**src/rtl/axi4_write_arbiter.sv**
```systemverilog
// rtl/axi4_write_arbiter.sv - round-robin AXI4 write-channel arbiter with in-order B routing
//
// Purpose:
//   Shares one AXI4 write slave port (AW/W/B) between NUM_MASTERS requesters.
//   AW is arbitrated round-robin, W stays locked to the granted master until
//   WLAST, and B responses are routed back through an in-order grant FIFO.
//
// Ports:
//   clk, rst                       clock (rising edge), asynchronous active-high reset
//   s_aw_payload/valid/ready       per-master AW channel (master i at slice i)
//   s_w_payload/last/valid/ready   per-master W channel
//   s_b_payload                    B fields, broadcast to every master
//   s_b_valid/ready                per-master B handshake
//   m_aw_payload/valid/ready       slave-side AW channel
//   m_w_payload/last/valid/ready   slave-side W channel
//   m_b_payload/valid/ready        slave-side B channel
//   outstanding                    bursts whose B response is still pending
//   b_unexpected                   pulse: slave offered a B while nothing was pending

module axi4_write_arbiter #(
  parameter int NUM_MASTERS     = 2,
  parameter int ADDR_WIDTH      = 32,
  parameter int DATA_WIDTH      = 32,
  parameter int ID_WIDTH        = 4,
  parameter int USER_WIDTH      = 1,
  parameter int MAX_OUTSTANDING = 4,
  localparam int AW_PW = ID_WIDTH + ADDR_WIDTH + 8 + 2 + 1 + 4 + 3 + 4 + 4 + USER_WIDTH,
  localparam int W_PW  = DATA_WIDTH + DATA_WIDTH / 8 + USER_WIDTH,
  localparam int B_PW  = ID_WIDTH + 2 + USER_WIDTH,
  localparam int IW    = $clog2(NUM_MASTERS),
  localparam int CW    = $clog2(MAX_OUTSTANDING) + 1
) (
  input  logic                         clk,
  input  logic                         rst,

  input  logic [NUM_MASTERS*AW_PW-1:0] s_aw_payload,
  input  logic [NUM_MASTERS-1:0]       s_aw_valid,
  output logic [NUM_MASTERS-1:0]       s_aw_ready,

  input  logic [NUM_MASTERS*W_PW-1:0]  s_w_payload,
  input  logic [NUM_MASTERS-1:0]       s_w_last,
  input  logic [NUM_MASTERS-1:0]       s_w_valid,
  output logic [NUM_MASTERS-1:0]       s_w_ready,

  output logic [B_PW-1:0]              s_b_payload,
  output logic [NUM_MASTERS-1:0]       s_b_valid,
  input  logic [NUM_MASTERS-1:0]       s_b_ready,

  output logic [AW_PW-1:0]             m_aw_payload,
  output logic                         m_aw_valid,
  input  logic                         m_aw_ready,

  output logic [W_PW-1:0]              m_w_payload,
  output logic                         m_w_last,
  output logic                         m_w_valid,
  input  logic                         m_w_ready,

  input  logic [B_PW-1:0]              m_b_payload,
  input  logic                         m_b_valid,
  output logic                         m_b_ready,

  output logic [CW-1:0]                outstanding,
  output logic                         b_unexpected
);

  localparam int PW = $clog2(MAX_OUTSTANDING);

  typedef enum logic [1:0] {
    ST_IDLE = 2'd0,
    ST_AW   = 2'd1,
    ST_W    = 2'd2
  } state_t;

  state_t state, state_nx;

  logic [IW-1:0] grant;
  logic [IW-1:0] last_grant;
  logic          grant_load;

  logic [IW-1:0] rr_pick;
  logic [IW-1:0] rr_cand;
  logic          rr_found;

  logic          push;
  logic          pop;

  logic [IW-1:0] fifo_mem [MAX_OUTSTANDING];
  logic [PW-1:0] wr_ptr;
  logic [PW-1:0] rd_ptr;
  logic [CW-1:0] count;
  logic          fifo_empty;
  logic          fifo_full;
  logic [IW-1:0] head;

  // ---------------------------------------------------------------------------
  // Round-robin pick: scan masters starting just after the last winner, so the
  // reset value last_grant = N-1 makes master 0 the first winner.
  // ---------------------------------------------------------------------------
  always_comb begin
    rr_found = 1'b0;
    rr_pick  = last_grant;
    rr_cand  = '0;
    for (int k = 1; k <= NUM_MASTERS; k++) begin
      if (int'(last_grant) + k >= NUM_MASTERS) begin
        rr_cand = IW'(int'(last_grant) + k - NUM_MASTERS);
      end else begin
        rr_cand = IW'(int'(last_grant) + k);
      end
      if (!rr_found && s_aw_valid[rr_cand]) begin
        rr_found = 1'b1;
        rr_pick  = rr_cand;
      end
    end
  end

  // ---------------------------------------------------------------------------
  // Arbitration FSM: state register
  // ---------------------------------------------------------------------------
  always_ff @(posedge clk or posedge rst) begin
    if (rst) begin
      state      <= ST_IDLE;
      grant      <= '0;
      last_grant <= IW'(NUM_MASTERS - 1);
    end else begin
      state <= state_nx;
      if (grant_load) begin
        grant      <= rr_pick;
        last_grant <= rr_pick;
      end
    end
  end

  // ---------------------------------------------------------------------------
  // Arbitration FSM: next state and AW/W datapath steering.
  // Payload muxes always follow the registered grant; they are only meaningful
  // while the matching valid is high.
  // ---------------------------------------------------------------------------
  always_comb begin
    state_nx     = state;
    grant_load   = 1'b0;
    push         = 1'b0;
    m_aw_payload = s_aw_payload[int'(grant)*AW_PW +: AW_PW];
    m_aw_valid   = 1'b0;
    s_aw_ready   = '0;
    m_w_payload  = s_w_payload[int'(grant)*W_PW +: W_PW];
    m_w_last     = s_w_last[grant];
    m_w_valid    = 1'b0;
    s_w_ready    = '0;

    case (state)
      ST_IDLE: begin
        // The FIFO fullness check here is sufficient: between this grant and
        // the push in ST_AW nothing else can push, so the slot stays reserved.
        if (|s_aw_valid && !fifo_full) begin
          grant_load = 1'b1;
          state_nx   = ST_AW;
        end
      end

      ST_AW: begin
        m_aw_valid        = s_aw_valid[grant];
        s_aw_ready[grant] = m_aw_ready;
        if (s_aw_valid[grant] && m_aw_ready) begin
          push     = 1'b1;
          state_nx = ST_W;
        end
      end

      ST_W: begin
        m_w_valid        = s_w_valid[grant];
        s_w_ready[grant] = m_w_ready;
        if (s_w_valid[grant] && m_w_ready && s_w_last[grant]) begin
          state_nx = ST_IDLE;
        end
      end

      default: begin
        state_nx = ST_IDLE;
      end
    endcase
  end

  // ---------------------------------------------------------------------------
  // B routing FIFO: holds the master index of every AW burst issued, in order.
  // The head entry decides which master sees the next B response.
  // ---------------------------------------------------------------------------
  assign fifo_empty  = (count == '0);
  assign fifo_full   = (count == CW'(MAX_OUTSTANDING));
  assign head        = fifo_mem[rd_ptr];
  assign outstanding = count;
  assign s_b_payload = m_b_payload;

  always_comb begin
    s_b_valid = '0;
    m_b_ready = 1'b0;
    pop       = 1'b0;
    if (!fifo_empty) begin
      s_b_valid[head] = m_b_valid;
      m_b_ready       = s_b_ready[head];
      pop             = m_b_valid && s_b_ready[head];
    end
  end

  // Storage needs no reset: entries are only read while count says they are valid.
  always_ff @(posedge clk) begin
    if (push) begin
      fifo_mem[wr_ptr] <= grant;
    end
  end

  // Pointers wrap naturally because the depth is a power of two.
  always_ff @(posedge clk or posedge rst) begin
    if (rst) begin
      wr_ptr       <= '0;
      rd_ptr       <= '0;
      count        <= '0;
      b_unexpected <= 1'b0;
    end else begin
      if (push) begin
        wr_ptr <= wr_ptr + 1'b1;
      end
      if (pop) begin
        rd_ptr <= rd_ptr + 1'b1;
      end
      case ({push, pop})
        2'b10:   count <= count + 1'b1;
        2'b01:   count <= count - 1'b1;
        default: count <= count;
      endcase
      b_unexpected <= m_b_valid && fifo_empty;
    end
  end

endmodule

```
**config.mk**
```make
export PLATFORM = sky130hd
export DESIGN_NAME = axi4_write_arbiter
export DESIGN_NICKNAME = d
export VERILOG_FILES = /design/src/rtl/axi4_write_arbiter.sv
export SDC_FILE = /design/constraint.sdc
export NUM_CORES = 1
export LEC_CHECK = 0
export BUFFER_PORTS_ARGS = -buffer_cell sky130_fd_sc_hd__clkbuf_2
export CORE_AREA = 2 2 131 133
export DETAILED_ROUTE_END_ITERATION = 10
export DIE_AREA = 0 0 133 135
export PLACE_DENSITY_LB_ADDON = 0.12
export SLEW_MARGIN = 30
export SYNTH_ARGS = -nofsm -noshare
export SYNTH_HDL_FRONTEND = slang
export SYNTH_SLANG_ARGS = --single-unit
```
**constraint.sdc**
```tcl
create_clock -name clk -period 2.7 [get_ports clk]
set_input_delay 0.135 -clock clk [delete_from_list [all_inputs] [get_ports clk]]
set_output_delay 0.135 -clock clk [all_outputs]
set_load 0.02 [all_outputs]
```
======== After elaboration in Yosys (flattened, before gate mapping) ========
Memory sizes are Yosys's and may differ from the RTL's.
Index checks and enable logic that the tools add are counted.
storage, ports and cells
  register bits after elaboration ......... 12
  bits in writable memories ............... 4
  input bits .............................. 220
  output and inout bits ................... 121
  logic and storage cells ................. 94
  memories ................................ 1
memories
  name      depth  bits a word  read ports  clocked after memory_dff  write ports  RTL line  text
  fifo_mem  4      1            1           0                         1            87        logic [IW-1:0] fifo_mem [MAX_OUTSTANDING];
cells by class
  add/subtract/negate cells ............... 8
  multiply operators ...................... 2
  order comparisons ....................... 8
  equal/unequal tests ..................... 8
  shift-type cells ........................ 2
  multiplexer cells ....................... 39
  bitwise operators ....................... 3
  reduce and logical (&&, ||, !) cells .... 16
operators with widths
  operator             number
  $shiftx 126x8->63    1
  $shiftx 74x8->37     1
  $mux 1               29
  $mul 1x6->7 const B  2
  $mux 2               6
  $logic_and 1x1->1    9
  $lt 1x2->1 const B   4
  $and 2x2->2          3
  $ne 2x2->1 const B   3
  $pmux 2 s3           1
  $pmux 3 s2           1
  $add 2x1->2 const B  2
  $eq 2x1->1 const B   2
  $eq 2x2->1 const B   2
  $add 1x2->3 const B  1
  $add 3x1->3 const B  1
  $eq 3x3->1 const B   1
  $ge 3x2->1 const B   1
  $logic_not 3->1      1
  $reduce_and 3->1     1
  $sub 3x1->3 const B  1
  $add 1x1->2 const B  1
  $demux 1 s1          2
  $ge 1x1->1 const B   2
  other kinds (6)      8

======== Logic depth before layout (Yosys ltp) ========
Gate-level depths: netlist of the first run.
  word-level depth ........................ 9
  gate-level depth with buffers ........... 10

======== Worst setup path before layout of the first run ========
Ideal clock, no wire load.
  kind .................................... register -> register
  start point ............................. register rd_ptr[1]
  end point ............................... register count[2], in the netlist outstanding[2]
  arrival ................................. 1.989 ns
  required time ........................... 2.620 ns
  path slack .............................. 0.631 ns
  cell stages (with the launch flop) ...... 11
  path buffers ............................ 0
  cell sequence ........................... dfrtp_1 -> mux2i_1 -> mux2i_1 -> mux2i_1 -> nor2_1 -> ha_1 -> inv_1 -> fa_1 -> xor2_1 -> nor2_1 -> xor2_1
between the ends
  cells in the longest elaborated chain, start to end .. 7
  elaborated cells between the ends (all ways) .. 9
  those cells by class .................... eq/ne: 2; mux: 4; reduce/logical: 2; memory: 1
ends and longest elaborated chain
  item                                                    RTL line  text
  start, declared                                         89        logic [PW-1:0] rd_ptr;
  start signal, assigned                                  223       rd_ptr <= rd_ptr + 1'b1;
  $mem_v2 4x1 *                                           -
  $mux 1 (not written as such) * (2 in series)            200       pop = m_b_valid && s_b_ready[head];
  $logic_and 1x1->1 *                                     200
  $mux 1 *                                                197       if (!fifo_empty) begin
  via pop                                                 85        logic pop;
  $eq 2x1->1 / $eq 2x2->1 (equally long branches)         225       case ({push, pop})
  $pmux 3 s2 / $reduce_bool 2->1 (equally long branches)  -
  end signal, assigned                                    226       2'b10: count <= count + 1'b1;
  end signal, assigned                                    227       2'b01: count <= count - 1'b1;
  end signal, assigned                                    228       default: count <= count;
  end, declared                                           90        logic [CW-1:0] count;
The timed path passes the listed nets; every way through them passes the cells marked *. The select of a mux whose other input is x is not followed.
A chain may end at the register's enable or synchronous reset.

======== Worst setup path in the final report of the first run ========
Ends and elaborated chain as after synthesis.

==> out/metrics.csv, run 1 <==
stage,metric,value,unit
clock_network,postcts setup bufs,0,
grt,all-layer global routing usage,11.9,%
synthesis,#FFs+latches synth,16,
synthesis,synthesized area,2170,µm²
sta,Slew @ Worst Pin,0.632,ns
synthesis,Yosys warnings,0,
setup_path,CP endpoint kind,flip-flop,
pwr,clock share of power,8.1,%
die,initial core utilization,13.2,%
synthesis,share of the synthesized area in the top cell type,52.9,%
die,IO Pins,341,
pwr,Int Pwr,1.79,mW
sta,Slew headroom,57.8,%
synthesis,"Primary FF master, synth",dfrtp_1,
setup_path,arrival time worst endpoint,2.42,ns
cells_and_area,Area Growth Syn to Fin,87.7,%
synthesis,Avg Synthesized Cell Area,10.6,µm²
synthesis,Cells after Synth,205,
clock_network,Post-CTS Hold Fix Bufs,1,
clock_network,CTS Buffer Depth,2,
clock_network,CTS buffer count,3,
pwr,Psw,1.79,mW
detailed_routing,post-route ant nets,0,
detailed_routing,WL/cell,16.0,µm
placed_design,Placer Congestion,0.772,
clock_network,htree depth,1,
placed_design,DP Area,3980,µm²
grt,vias in the first global route,2762,
placed_design,Placed Cells,734,
sta,Final Hold Fails,0,
cells_and_area,layout cell share with drive strength beyond 1,84.6,%
synthesis,largest area contributor in the netlist,mux2_2,
synthesis,"count leader, synth",mux2_2,
sta,fin. max-slew vios,0,
cells_and_area,fin util,24.8,%
sta,RSZ-0062 raised after global routing,no,
cells_and_area,final net count,746,
detailed_routing,detail-routed via count per cell,3.75,
clock_network,CTS tree,built,
detailed_routing,DRC,0,
pwr,Flop pwr share,13.0,%
pwr,worst vdd ir,0.911,mV
sta,fin crit share,83.3,%
clock_network,clock slew at reported path FFs,0.05,ns
sta,"Setup violations, final",0,
sta,Setup Skew,0.00334,ns
die,die width,133,µm
pwr,combinational share of power,78.9,%
grt,initial antenna violation count,10,
grt,first-pass GRT wire length,16300,µm
detailed_routing,drt first pass iters,4,
outcome,status,"finished, final reports clean",
synthesis,Synth area leaders,"mux2_2 53%, dfrtp_1 13%, edfxtp_1 5.5%",
placed_design,hpwl dp,10700,µm
pwr,switching share of power,50.1,%
synthesis,Async SR Flop Fraction,75.0,%
pwr,Pwr Density,878,nW/µm²
setup_path,CP required,2.87,ns
flow_run,max-cap violation count,0,
sta,setup TNS,0,ns
die,CORE AREA,16400,µm²
setup_path,CP Max Fanout,3,
detailed_routing,Iter 0 DRT Violations,40,
hold_path,HP Class,in -> reg,
setup_path,Startpoint Class,flip-flop,
setup_path,WS Path Type,reg -> reg,
die,site row count,47,
sta,WHS,0.0987,ns
clock_network,clock root buffer,clkbuf_16,
synthesis,Synth cell types,31,
cells_and_area,post-route insts no fill,741,
detailed_routing,DRT Wirelength,11800,µm
grt,aggregate global routing overflow,0,
cells_and_area,post-route cell area,4080,µm²
synthesis,"Seq/Total Area, Yosys",19.4,%
pwr,leakage power,2.22,nW
sta,Fmax achieved,0.445,GHz
clock_network,PostCTS Resize Cnt,0,
synthesis,Synth Net Count,431,
synthesis,Post-synth EDFFs,4,
detailed_routing,via count,2776,
sta,fin crit period,2.25,ns
synthesis,Post-synth top cells,"102 x mux2_2, 13 x buf_4, 11 x dfrtp_1, 11 x nor2_1",
clock_network,Num Clock Sinks,16,
grt,largest net degree at the start of global routing,111,
die,die area,18000,µm²
clock_network,clk_lat worst skew,0.25,ns
die,Die Ht,135,µm
placed_design,PortBufs,326,
cells_and_area,Layout fillers,1836,
sequential cells by signal, summed over array words and instances, names as in the netlist:
signal	count
outstanding	3
fifo_mem	4
last_grant	1
grant	1
rd_ptr	2
wr_ptr	2
state	2
b_unexpected	1
cells in the final DEF (no fill, tap or decap):
cell type	instances
a211oi_2	1
a21o_1	1
a21oi_1	2
a31oi_1	1
a32o_1	1
and2_1	6
buf_12	1
buf_4	1
clkbuf_16	3
clkbuf_2	326
clkinv_1	1
dfrtp_1	10
dfrtp_4	1
dfstp_2	1
diode_2	2
dlygate4sd3_1	1
edfxtp_1	4
fa_1	1
ha_1	5
inv_1	8
mux2_2	102
mux2i_1	8
nand2_1	5
nand2b_4	1
nand3_1	1
nand3b_1	1
nor2_1	11
nor2_2	1
nor2b_1	2
nor3_1	1
nor3b_1	1
nor3b_2	1
o21ai_0	2
o22ai_1	1
o31ai_1	1
xnor2_1	2
xor2_1	3
power by group through the flow:
stage / clock network (mW) / logic [mW] / registers, mW
after floorplan: 0 / 2.02 / 0.475
after global placement: 0 / 2.87 / 0.464
after detailed placement: 0 / 2.87 / 0.471
after CTS: 0.300 / 2.88 / 0.468
after global routing: 0.316 / 3.05 / 0.484
final: 0.291 / 2.82 / 0.465
cell type report:
class / count / area, µm² / area share, %
Antenna cell: 2 / 5.00 / 0.123
Timing Repair Buffer: 329 / 1670 / 40.9
Clock inverter: 1 / 3.75 / 0.0921
Clock buffer: 3 / 75.1 / 1.84
Sequential cell: 16 / 425 / 10.4
Tap cell: 220 / 275 / 6.75
Inverter: 8 / 30.0 / 0.737
Multi-Input combinational cell: 162 / 1590 / 39.1
metrics by stage:
step | power (mW) | worst slack, ns
2_1_floorplan | 2.49 | 0.631
3_3_place_gp | 3.34 | 0.448
3_5_place_dp | 3.34 | 0.451
4_1_cts | 3.65 | 0.419
5_1_grt | 3.85 | 0.162
6_report | 3.58 | 0.452
routing by layer:
metal	vias up	part of all wire (%)	GRT usage, %
li1	1359	-	-
met1	1232	35	13.0
met2	149	51	21.2
met3	20	13	6.08
met4	16	0.51	1.31
met5	-	0.90	0
worst max-delay path: stages (launching register included):
cell	delay, ns
dfrtp_1	0.41
mux2i_1	0.29
mux2i_1	0.17
mux2i_1	0.16
nor2_1	0.11
ha_1	0.19
inv_1	0.06
fa_1	0.37
xor2_1	0.15
nor2_1	0.11
xor2_1	0.15
cell families after synthesis:
logic type	share of synthesized area, %
adder cells (fa/ha/maj)	3.80
multiplexers	56.6
AO/OA/AOI/OAI	3.23
flip-flops	19.4
AND/OR/NAND/NOR	7.72
XOR/XNOR	2.02
buffers and inverters	7.26
worst paths after layout:
kind	startpoint	end	slack (ns)	cells after the start
hold / removal	s_aw_valid[0]	last_grant	0.1	2
hold reg to reg	state[1]	state[0]	0.52	1
setup reg to reg	rd_ptr[1]	outstanding[2]	0.45	10
max in group asynchronous	rst	grant	1.86	3
setup / recovery	rd_ptr[1]	outstanding[2]	0.45	10
min in group asynchronous	rst	rd_ptr[1]	0.45	3
(Power assumes the default switching activity.)
==> run 2, diff against run 1 <==
Clock period 2.7 ns to 2 ns, I/O delays scaled along.
==> run 2 against run 1 <==
- the run now ends with setup timing left
- worst hold slack lost 0.028 ns
- register-to-register slack lost 0.64 ns
- critical path depth is the same
- highest routed layer unchanged
==> out/metrics.csv, run 2 (synthesis results as in run 1) <==
stage,metric,value,unit,change
outcome,status,finished with violations,,"was finished, final reports clean"
outcome,failing checks,setup timing,,
placed_design,PortBufs,326,,unchanged
detailed_routing,detail-routed via count per cell,3.76,,was 3.75
setup_path,CP dominant cell by count,mux2i_1,,unchanged
hold_path,HP Class,in -> reg,,unchanged
setup_path,Crit path largest cell delay,0.40,ns,was 0.41 ns
pwr,Pwr Density,1210,nW/µm²,was 878 nW/µm²
clock_network,clock slew at reported path FFs,0.05,ns,about the same
clock_network,clock root buffer,clkbuf_16,,unchanged
clock_network,CTS buffer count,3,,unchanged
sta,fin. max-slew vios,0,,unchanged
clock_network,CTS Buffer Depth,2,,unchanged
placed_design,pre-CTS WS,-0.202,ns,was 0.451 ns
pwr,worst vdd ir,1.08,mV,was 0.911 mV
cells_and_area,Layout fillers,1820,,was 1836
sta,Fmax achieved,0.457,GHz,was 0.445 GHz
die,die area,18000,µm²,unchanged
clock_network,CTS tree,built,,unchanged
detailed_routing,via count,2837,,was 2776
sta,RSZ-0062 raised after global routing,yes,,was no
die,initial core utilization,13.2,%,unchanged
clock_network,Num Clock Sinks,16,,unchanged
sta,Setup Skew,0.00143,ns,was 0.00334 ns
flow_run,max-cap violation count,0,,unchanged
setup_path,CP Max Fanout,3,,unchanged
hold_path,worst hold path cell count,2,,unchanged
cells_and_area,Largest register FFs,4,,unchanged
cells_and_area,fin util,25.7,%,was 24.8%
placed_design,hpwl dp,10400,µm,was 10700 µm
cells_and_area,post-route cell area,4210,µm²,was 4080 µm²
grt,aggregate global routing overflow,0,,unchanged
setup_path,crit-path cells,mux2i_1 > mux2i_1 > mux2i_1 > nor2_1 > ha_2 > inv_2 > fa_2 > xor2_1 > nor2_1 > xor2_1,,was mux2i_1 > mux2i_1 > mux2i_1 > nor2_1 > ha_1 > inv_1 > fa_1 > xor2_1 > nor2_1 > xor2_1
detailed_routing,post-route ant nets,0,,unchanged
setup_path,"delay-heaviest family, CP",multiplexers,,unchanged
detailed_routing,WL/cell,16.0,µm,about the same
sta,final setup margin,-0.187,ns,was 0.452 ns
detailed_routing,DRT Wirelength,12000,µm,was 11800 µm
setup_path,CP bufs+invs,1,,unchanged
die,Die Ht,135,µm,unchanged
setup_path,CP endpoint kind,flip-flop,,unchanged
cells_and_area,final net count,760,,was 746
detailed_routing,drt first pass iters,2,,was 4
clock_network,htree depth,1,,unchanged
clock_network,clk_lat worst skew,0.24,ns,was 0.25 ns
pwr,leakage power,2.30,nW,was 2.22 nW
die,CORE AREA,16400,µm²,unchanged
setup_path,arrival time worst endpoint,2.35,ns,was 2.42 ns
cells_and_area,Top reg by flops,fifo_mem,,unchanged
sta,"Setup violations, final",2,,was 0
setup_path,Reg2Reg Depth,10,,unchanged
placed_design,DP Area,4050,µm²,was 3980 µm²
sta,Final Hold Fails,0,,unchanged
cells_and_area,layout cell share with drive strength beyond 1,85.7,%,was 84.6%
cells_and_area,"commonest cells after routing, fill and taps aside","326 x clkbuf_2, 102 x mux2_2, 14 x buf_4",,"was 326 x clkbuf_2, 102 x mux2_2, 11 x nor2_1"
sta,Slew @ Worst Pin,0.486,ns,was 0.632 ns
grt,first-pass GRT wire length,16100,µm,was 16300 µm
placed_design,Placer Congestion,0.776,,was 0.772
grt,all-layer global routing usage,11.6,%,was 11.9%
setup_path,CP Depth,10,,unchanged
sta,fin crit share,109,%,was 83.3%
detailed_routing,DRC,0,,unchanged
setup_path,"slowest stage cell, crit path",dfrtp_1,,unchanged
grt,vias in the first global route,2820,,was 2762
grt,initial antenna violation count,6,,was 10
sta,Slew headroom,67.6,%,was 57.8%
pwr,total chip power,5.09,mW,was 3.58 mW
cells_and_area,"most common cell after layout, fill and taps aside",clkbuf_2,,unchanged
die,die width,133,µm,unchanged
sta,fin crit period,2.19,ns,was 2.25 ns
setup_path,CP required,2.17,ns,was 2.87 ns
setup_path,WS Path Type,reg -> reg,,unchanged
die,site row count,47,,unchanged
detailed_routing,Iter 0 DRT Violations,41,,was 40
grt,largest net degree at the start of global routing,111,,unchanged
die,IO Pins,341,,unchanged
cells_and_area,Area Growth Syn to Fin,94.0,%,was 87.7%
setup_path,Startpoint Class,flip-flop,,unchanged
-- run 2: path summary, 6_finish.rpt --
check | from | endpoint | slack [ns]
worst max-delay path | rd_ptr[1] | outstanding[2] | -0.19
worst min-delay path | s_aw_valid[0] | last_grant | 0.07
worst max register to register | rd_ptr[1] | outstanding[2] | -0.19
worst min register to register | state[1] | state[0] | 0.52
max in group asynchronous | rst | grant | 1.22
min in group asynchronous | rst | rd_ptr[1] | 0.41
-- run 2: repair_timing --
action	4_1_cts	5_1_grt
resized for setup	4	1
hold endpoints to repair	11	0
cloned	0	1
endpoints found under the setup margin	3	3
pin swaps	4	4
hold buffers	1	0
buffers inserted	4	0
-- run 2: worst register-to-register path, stage by stage, from the launching register on --
cell	delay [ns]
dfrtp_1	0.40
mux2i_1	0.26
mux2i_1	0.15
mux2i_1	0.15
nor2_1	0.16
ha_2	0.22
inv_2	0.04
fa_2	0.32
xor2_1	0.15
nor2_1	0.11
xor2_1	0.15
-- run 2: where the power goes --
| group | switching, mW | leakage, nW | internal (mW) |
|---|---|---|---|
| clock | 0.121 | 0.0385 | 0.265 |
| sequential | 0.119 | 0.179 | 0.493 |
| combinational | 2.25 | 2.08 | 1.85 |
| total | 2.49 | 2.30 | 2.61 |
-- run 2: cell type report --
type | instances | area [µm²] | area share, %
clock inverters | 1 | 3.75 | 0.0891
repair buffers | 343 | 1800 | 42.7
flip-flops and latches | 16 | 425 | 10.1
diodes | 1 | 2.50 | 0.0594
inverters | 8 | 30.0 | 0.713
multi-input cells | 162 | 1600 | 38.0
clock buffers | 3 | 75.1 | 1.78
well taps | 220 | 275 | 6.53
-- run 2: stage by stage --
step	hold slack [ns]	TNS, ns	cells
after floorplan	-0.0360	-0.0694	205
after global placement	0.155	-0.209	743
after detailed placement	0.140	-0.211	743
after CTS	0.0690	-0.246	752
after global routing	0.0842	-0.487	753
final	0.0705	-0.254	754
-- run 2: routing by layer --
metal | wire, µm | up-vias | GRT usage (%)
met5 | 49 | - | 0
met4 | 63 | 8 | 1.37
met3 | 1300 | 14 | 4.80
met2 | 5910 | 157 | 20.1
met1 | 4710 | 1267 | 13.8
li1 | - | 1391 | -
==> run 3, diff against run 2 <==
Settings changed: CTS_BUF_LIST from default to sky130_fd_sc_hd__clkbuf_8 sky130_fd_sc_hd__clkbuf_16, RECOVER_POWER from default to 25.
==> run 3 against run 2 <==
- the flow still finishes with violations (setup timing)
- maximum frequency shrank 0.16%
- clock power about the same
- routed wire length grew 0.14%
- critical endpoint unchanged
- largest cell class unchanged
- largest power group unchanged
==> out/metrics.csv, run 3 (synthesis results as in run 1) <==
stage,metric,value,unit,change
outcome,status,finished with violations,,unchanged
outcome,failing checks,setup timing,,unchanged
hold_path,worst hold path cell count,2,,unchanged
setup_path,CP Max Fanout,3,,unchanged
sta,Slew @ Worst Pin,0.760,ns,was 0.486 ns
sta,Slew headroom,49.4,%,was 67.6%
setup_path,R2R Setup Slk,-0.19,ns,about the same
pwr,leakage power,2.27,nW,was 2.30 nW
sta,Setup Skew,0.00172,ns,was 0.00143 ns
clock_network,CTS buffer count,3,,unchanged
cells_and_area,Area Growth Syn to Fin,92.7,%,was 94.0%
detailed_routing,WL/cell,16.0,µm,about the same
detailed_routing,detail-routed via count per cell,3.76,,about the same
hold_path,Worst Min Path Start,s_aw_valid[0],,unchanged
grt,vias in the first global route,2820,,unchanged
pwr,total chip power,5.05,mW,was 5.09 mW
clock_network,clk_lat worst skew,0.24,ns,about the same
die,site row count,47,,unchanged
cells_and_area,Layout fillers,1825,,was 1820
cells_and_area,"most common cell after layout, fill and taps aside",clkbuf_2,,unchanged
detailed_routing,DRC,0,,unchanged
setup_path,arrival time worst endpoint,2.36,ns,was 2.35 ns
detailed_routing,post-route ant nets,0,,unchanged
grt,initial antenna violation count,6,,unchanged
cells_and_area,area occupied by multi-input gates,1600,µm²,unchanged
setup_path,RR Endpoint,outstanding[2],,unchanged
setup_path,Worst R2R Start,rd_ptr[1],,unchanged
sta,setup TNS,-3.04,ns,was -0.254 ns
sta,fin crit period,2.19,ns,about the same
sta,RSZ-0062 raised after global routing,yes,,unchanged
cells_and_area,final net count,760,,unchanged
placed_design,hpwl dp,10400,µm,unchanged
grt,all-layer global routing usage,11.6,%,unchanged
clock_network,CTS Buffer Depth,2,,unchanged
sta,fin crit share,110,%,was 109%
cells_and_area,fin util,25.5,%,was 25.7%
sta,Final Hold Fails,0,,unchanged
clock_network,Num Clock Sinks,16,,unchanged
die,die width,133,µm,unchanged
die,CORE AREA,16400,µm²,unchanged
sta,Fmax achieved,0.456,GHz,was 0.457 GHz
cells_and_area,post-route insts no fill,754,,unchanged
cells_and_area,Largest register FFs,4,,unchanged
cells_and_area,layout cell share with drive strength beyond 1,84.8,%,was 85.7%
setup_path,WS Path Type,reg -> reg,,unchanged
setup_path,Startpoint Class,flip-flop,,unchanged
sta,final setup margin,-0.191,ns,was -0.187 ns
grt,first-pass GRT wire length,16100,µm,unchanged
flow_run,max-cap violation count,0,,unchanged
placed_design,PortBufs,326,,unchanged
grt,aggregate global routing overflow,0,,unchanged
grt,largest net degree at the start of global routing,111,,unchanged
clock_network,CTS tree,built,,unchanged
placed_design,Placer Congestion,0.776,,unchanged
hold_path,hold path endpoint,last_grant,,unchanged
sta,"Setup violations, final",49,,was 2
placed_design,Placed Cells,743,,unchanged
pwr,worst vdd ir,1.07,mV,was 1.08 mV
die,IO Pins,341,,unchanged
die,Die Ht,135,µm,unchanged
clock_network,clock root buffer,clkbuf_16,,unchanged
clock_network,clock slew at reported path FFs,0.05,ns,about the same
detailed_routing,Iter 0 DRT Violations,45,,was 41
detailed_routing,via count,2833,,was 2837
detailed_routing,DRT Wirelength,12000,µm,about the same
cells_and_area,Top reg by flops,fifo_mem,,unchanged
setup_path,CP endpoint kind,flip-flop,,unchanged
hold_path,HP Class,in -> reg,,unchanged
cells_and_area,"commonest cells after routing, fill and taps aside","322 x clkbuf_2, 102 x mux2_2, 13 x buf_4",,"was 326 x clkbuf_2, 102 x mux2_2, 14 x buf_4"
cells_and_area,register area,425,µm²,unchanged
setup_path,Reg2Reg Depth,10,,unchanged
clock_network,htree depth,1,,unchanged
die,die area,18000,µm²,unchanged
die,initial core utilization,13.2,%,unchanged
sta,fin. max-slew vios,0,,unchanged
detailed_routing,drt first pass iters,4,,was 2
pwr,Pwr Density,1210,nW/µm²,about the same
setup_path,CP required,2.17,ns,about the same
[run 3: report_power, final]
part           switching, mW  internal, mW
logic                   2.25          1.80
clock network          0.121         0.265
registers              0.117         0.494
[run 3: metal layers]
metal  part of all wire (%)  wire (µm)  GRT usage (%)
met3                     11       1300           4.80
met4                   0.52         63           1.37
met1                     39       4640           13.8
met5                   0.41         49              0
met2                     50       5990           20.1
[run 3: critical path, cell delays in order, from the launching register on]
cell     delay [ns]
dfrtp_1        0.40
mux2i_1        0.26
mux2i_1        0.14
mux2i_1        0.15
nor2_1         0.16
ha_2           0.22
inv_2          0.04
fa_2           0.32
xor2_1         0.15
nor2_1         0.11
xor2_1         0.15
[run 3: cell type report]
| type | instances | share of cell area [%] |
|---|---|---|
| antenna | 1 | 0.0598 |
| clock buffer | 3 | 1.79 |
| clock inverter | 1 | 0.0897 |
| inverter | 8 | 0.717 |
| multi-input combinational | 162 | 38.3 |
| sequential | 16 | 10.2 |
| tap | 220 | 6.58 |
| timing repair buffer | 343 | 42.3 |
[run 3: worst max-delay path by stage]
stage          slack (ns)              to       from
2_1_floorplan       -0.07  outstanding[2]  rd_ptr[1]
3_3_place_gp        -0.20  outstanding[2]  rd_ptr[1]
3_5_place_dp        -0.20  outstanding[2]  rd_ptr[1]
4_1_cts             -0.19  outstanding[2]  rd_ptr[1]
5_1_grt             -0.32  outstanding[2]  rd_ptr[1]
6_report            -0.19  outstanding[2]  rd_ptr[1]
[run 3: stage by stage]
step	hold WS [ns]	instance area (µm²)	worst slack [ns]
after floorplan	-0.0360	2170	-0.0694
after global placement	0.155	4050	-0.197
after detailed placement	0.140	4050	-0.202
after CTS	0.0690	4180	-0.190
after global routing	0.0842	4180	-0.321
final	0.0708	4190	-0.191
[run 3: timing repair]
item,in CTS,in global routing
hold endpoints to repair,11,0
endpoints found under the setup margin,3,3
gates resized for setup,4,1
pin swaps,4,4
gates cloned,0,1
setup buffers,4,0
hold buffers,1,0
